### src/rtl/proc_control_fsm.sv
// Multi-cycle control FSM for the 16-bit bus processor: latches an instruction on run and
// sequences bus select, register writes and ALU op over T1..T3. Optional: CTRL_MUL_STALL_EN.
module proc_control_fsm (
  input  logic       clk,
  input  logic       rst,
  input  logic       run,
  input  logic [8:0] din,
  input  logic       alu_ready,
  output logic [8:0] ir,
  output logic [3:0] bus_mux_sel,
  output logic [7:0] reg_bank_write,
  output logic       reg_a_write,
  output logic       reg_g_write,
  output logic       reg_h_write,
  output logic [2:0] alu_op,
  output logic       busy,
  output logic       done,
  output logic [3:0] tick
);

  typedef enum logic [3:0] {
    IDLE = 4'b0001,
    T1   = 4'b0010,
    T2   = 4'b0100,
    T3   = 4'b1000
  } state_t;

  typedef enum logic [2:0] {
    OP_DISP = 3'b000,
    OP_ADD  = 3'b001,
    OP_ADDI = 3'b010,
    OP_SUB  = 3'b011,
    OP_MUL  = 3'b100,
    OP_SRL  = 3'b101,
    OP_SLL  = 3'b110,
    OP_MOVI = 3'b111
  } opcode_t;

  typedef struct packed {
    logic [3:0] sel;
    logic [7:0] bank;
    logic       a;
    logic       g;
    logic       h;
    logic [2:0] alu;
    logic       done;
    logic       busy;
    logic [3:0] tick;
  } ctrl_t;

  state_t     state, state_nxt;
  logic [8:0] ir_nxt;
  ctrl_t      ctrl_q;
  logic       mul_wait;

  // Moore decode; evaluated on the next state/ir so the outputs can be registered
  function automatic ctrl_t decode(input state_t st, input logic [8:0] instr);
    ctrl_t   c;
    opcode_t op;
    c      = '0;
    op     = opcode_t'(instr[8:6]);
    c.tick = st;
    c.busy = (st != IDLE);
    case (st)
      T1: begin
        case (op)
          OP_DISP: begin c.sel = {1'b0, instr[5:3]}; c.h = 1'b1; c.done = 1'b1; end
          OP_MOVI: begin c.sel = 4'd8; c.bank = 8'b1 << instr[5:3]; c.done = 1'b1; end
          default: begin c.sel = {1'b0, instr[5:3]}; c.a = 1'b1; end
        endcase
      end
      T2: begin
        c.sel = (op == OP_ADDI) ? 4'd8 : {1'b0, instr[2:0]};
        c.g   = 1'b1;
        case (op)
          OP_SUB:  c.alu = 3'b001;
          OP_MUL:  c.alu = 3'b010;
          OP_SRL:  c.alu = 3'b011;
          OP_SLL:  c.alu = 3'b100;
          default: c.alu = 3'b000;
        endcase
      end
      T3: begin
        c.sel  = 4'd9;
        c.bank = 8'b1 << instr[5:3];
        c.done = 1'b1;
      end
      default: ;
    endcase
    return c;
  endfunction

`ifdef CTRL_MUL_STALL_EN
  assign mul_wait = (state == T2) && (opcode_t'(ir[8:6]) == OP_MUL);
`else
  logic unused_alu_ready;
  assign unused_alu_ready = alu_ready;
  assign mul_wait         = 1'b0;
`endif

  always_comb begin
    state_nxt = state;
    ir_nxt    = ir;
    case (state)
      IDLE: if (run) begin state_nxt = T1; ir_nxt = din; end
      T1:   state_nxt = (opcode_t'(ir[8:6]) == OP_DISP || opcode_t'(ir[8:6]) == OP_MOVI) ? IDLE : T2;
      T2:   state_nxt = (mul_wait && !alu_ready) ? T2 : T3;
      T3:   state_nxt = IDLE;
      default: state_nxt = IDLE;
    endcase
  end

  always_ff @(posedge clk or posedge rst) begin
    if (rst) begin
      state  <= IDLE;
      ir     <= '0;
      ctrl_q <= decode(IDLE, '0);
    end else begin
      state  <= state_nxt;
      ir     <= ir_nxt;
      ctrl_q <= decode(state_nxt, ir_nxt);
    end
  end

  assign bus_mux_sel    = ctrl_q.sel;
  assign reg_bank_write = ctrl_q.bank;
  assign reg_a_write    = ctrl_q.a;
  // While a MUL waits in T2, G is written only in the cycle the ALU reports ready
  assign reg_g_write    = ctrl_q.g & (~mul_wait | alu_ready);
  assign reg_h_write    = ctrl_q.h;
  assign alu_op         = ctrl_q.alu;
  assign done           = ctrl_q.done;
  assign busy           = ctrl_q.busy;
  assign tick           = ctrl_q.tick;

endmodule

### config.mk
export PLATFORM = sky130hd
export DESIGN_NAME = proc_control_fsm
export DESIGN_NICKNAME = d
export VERILOG_FILES = /design/src/rtl/proc_control_fsm.sv
export SDC_FILE = /design/constraint.sdc
export NUM_CORES = 1
export LEC_CHECK = 0
export CORE_ASPECT_RATIO = 0.75
export CORE_MARGIN = 3
export CORE_UTILIZATION = 45
export DETAILED_ROUTE_END_ITERATION = 8
export GPL_ROUTABILITY_DRIVEN = 1
export PLACE_DENSITY = 0.79
export SLEW_MARGIN = 20
export SYNTH_ARGS = -nofsm -noshare
export SYNTH_HDL_FRONTEND = slang
export SYNTH_SLANG_ARGS = --single-unit
### constraint.sdc
create_clock -name clk -period 4.9 [get_ports clk]
set_clock_uncertainty 0.2 [all_clocks]
set_input_delay 0.98 -clock clk [delete_from_list [all_inputs] [get_ports clk]]
set_output_delay 0.98 -clock clk [all_outputs]
set_load 0.005 [all_outputs]
==> results.tsv <==
metric	value	unit
Worst Max-Slew Pin Slew	436	ps
post-placement cell area	1840	um^2
slew margin rel.	70.8	%
reg2reg setup slack	2600	ps
Post-synth EDFFs	0	
Detail Route Antenna Nets	0	
nature of the critical path endpoint	flip-flop	
FF+latch count, synth	33	
DP Wirelength	2200	um
Hold Path Class	flip-flop to flip-flop	
Post-Syn Area	1370	um^2
Data arrival, critical path	2890	ps
largest cells by area after synthesis	dfrtp_1, nand2_1, mux2i_1, inv_1, nand3b_1	
Worst-Skew Late Latency	280	ps
top-count cell post-synth	dfrtp_1	
total length of routed wires	2940	um
status	completed	
crit path max fanout	20	
largest net degree at the start of global routing	34	
Die Span X	69.8	um
Leakage Power	0.000909	uW
Seq/Total Area, Yosys	60.2	%
maximum vdd ir drop	0.296	mV
fin crit period	2890	ps
share of cells above drive strength 1	8.57	%
crit path kind	input port to flip-flop	
GRT Util Overall	17.1	%
RSZ-0062 raised after global routing	no	
vias	1100	
Final Cycle Share	59.1	%
hold path depth	2	
Fillers	200	
fin util	69.6	%
first-pass GRT wire length	4940	um
vias per cell	5.21	
Die Height	53.9	um
worst r2r src	tick[0]	
area share of the largest cell type after synthesis	58.3	%
grt total ovfl	0	
CP startpoint	run	
Clock Path Buffers	2	
post-route cell area	1920	um^2
TritonCTS clock tree	yes	
Final GP Congestion	0.761	
maximum capacitance violations	0	
post_cts resized	0	
Synth warnings	0	
fmax	0.346	GHz
core area	2760	um^2
DRT iter0 DRCs	60	
DRT Pass-1 Iters	4	
Synth async-reset ratio	100	%
Worst Path Required	4890	ps
layout net count	187	
postcts setup bufs	0	
Syn Area/Cell	10.9	um^2
hold endpoint	ir[2]	
Synth-to-Final Area Change	40.0	%
I/O Pins	46	
setup violators final	0	
initial core utilization	49.7	%
R2R depth	6	
PwrDens	513	nW/um^2
Syn Nets	139	
Post-CTS Hold Fix Bufs	0	
# clock sinks	33	
CTS clk-pin slew, worst paths	70	ps
Top FF cell, synth	dfrtp_1	
worst r2r dst	alu_op[1]	
port bufs	44	
Synth area leader	dfrtp_1	
CTS H-Tree Depth	2	
Post-synth top cells	dfrtp_1, nand2_1, inv_1, mux2i_1, nor2_1	
wire per inst	13.9	um
Post-Syn Instances	126	
cts bufs inserted	5	
ANT cells	0	
total die area	3760	um^2
vias in the first global route	1069	
Final TNS setup	0	ps
# rows	16	
Startpoint Class	input port	
HP Start	ir[2]	
initial antenna violation count	0	
final hold viol count	0	
CTS root buffer	clkbuf_8	
synth unique cells	32	
max-slew violations	0	
Tot Pwr	986	uW
Remaining DRCs	0	
## metal layers
layer  GRT usage (%)  vias up  wire length [um]
met5               0        -                 0
met4            6.05        0                29
met3            4.66        4               165
met2            28.7       48              1410
met1            21.9      519              1330
li1                -      529                 -
## worst max-delay path by stage
stage	to	depth (start not counted)
floorplan	alu_op[2]	5
global placement	alu_op[2]	6
detailed placement	alu_op[1]	7
CTS	alu_op[1]	7
global route	alu_op[1]	7
finish	alu_op[1]	7
## logic make-up (layout without fill, tap and decap cells)
family | after synthesis | in the layout | synth area share (%)
AND/OR/NAND/NOR | 55 | 55 | 19.9
flip-flops | 33 | 33 | 60.2
AO/OA/AOI/OAI | 17 | 17 | 8.93
buffers and inverters | 13 | 62 | 5.01
multiplexers | 8 | 8 | 5.92
## area by class of cell
cell class / count / area, um^2 / area share, %
clock buffers: 5 / 68.8 / 3.58
flip-flops and latches: 33 / 827 / 43.0
multi-input cells: 80 / 478 / 24.9
well taps: 36 / 45.0 / 2.34
repair buffers: 45 / 448 / 23.3
clock inverters: 3 / 17.5 / 0.911
inverters: 9 / 38.8 / 2.02
## per-stage QoR
stage	hold slack [ps]	std cells	setup slack (ps)
after floorplan	287	126	2530
after global placement	293	203	1750
after detailed placement	289	203	1720
after CTS	312	211	2010
after global routing	340	211	1810
final	310	211	2010
## flip-flops by register name, summed over array words and instances (netlist names)
signal	flops
ir	9
reg_bank_write	8
bus_mux_sel	4
tick	4
alu_op	3
busy	1
done	1
reg_a_write	1
reg_g_write	1
reg_h_write	1
## layout by cell type (no fill, tap or decap), types with 2 or more instances in the layout
cell / instances
inv_1: 8
nor3_1: 5
nor2_1: 7
nand2_1: 25
clkinv_2: 2
nand3_1: 4
clkbuf_8: 5
a21oi_1: 3
clkdlybuf4s50_1: 44
mux2i_1: 7
or3b_2: 2
a221o_1: 2
dfrtp_1: 32
o21ai_0: 3
nand3b_1: 4
a22o_1: 2
a21boi_0: 3
## worst max-delay path, cell delays in order
cell and delay [ps]:
clkdlybuf4s50_1 480, nand2_1 60, or4_4 570, clkinv_4 180, mux2i_1 320, inv_1 90
nor3_1 180
## where the power goes
| part | switching (uW) | internal (uW) |
|---|---|---|
| Sequential | 63.3 | 348 |
| Clock | 93.7 | 97.7 |
| Combinational | 172 | 212 |
| Total | 329 | 657 |
Note: power is estimated with default switching activity, not from simulation.
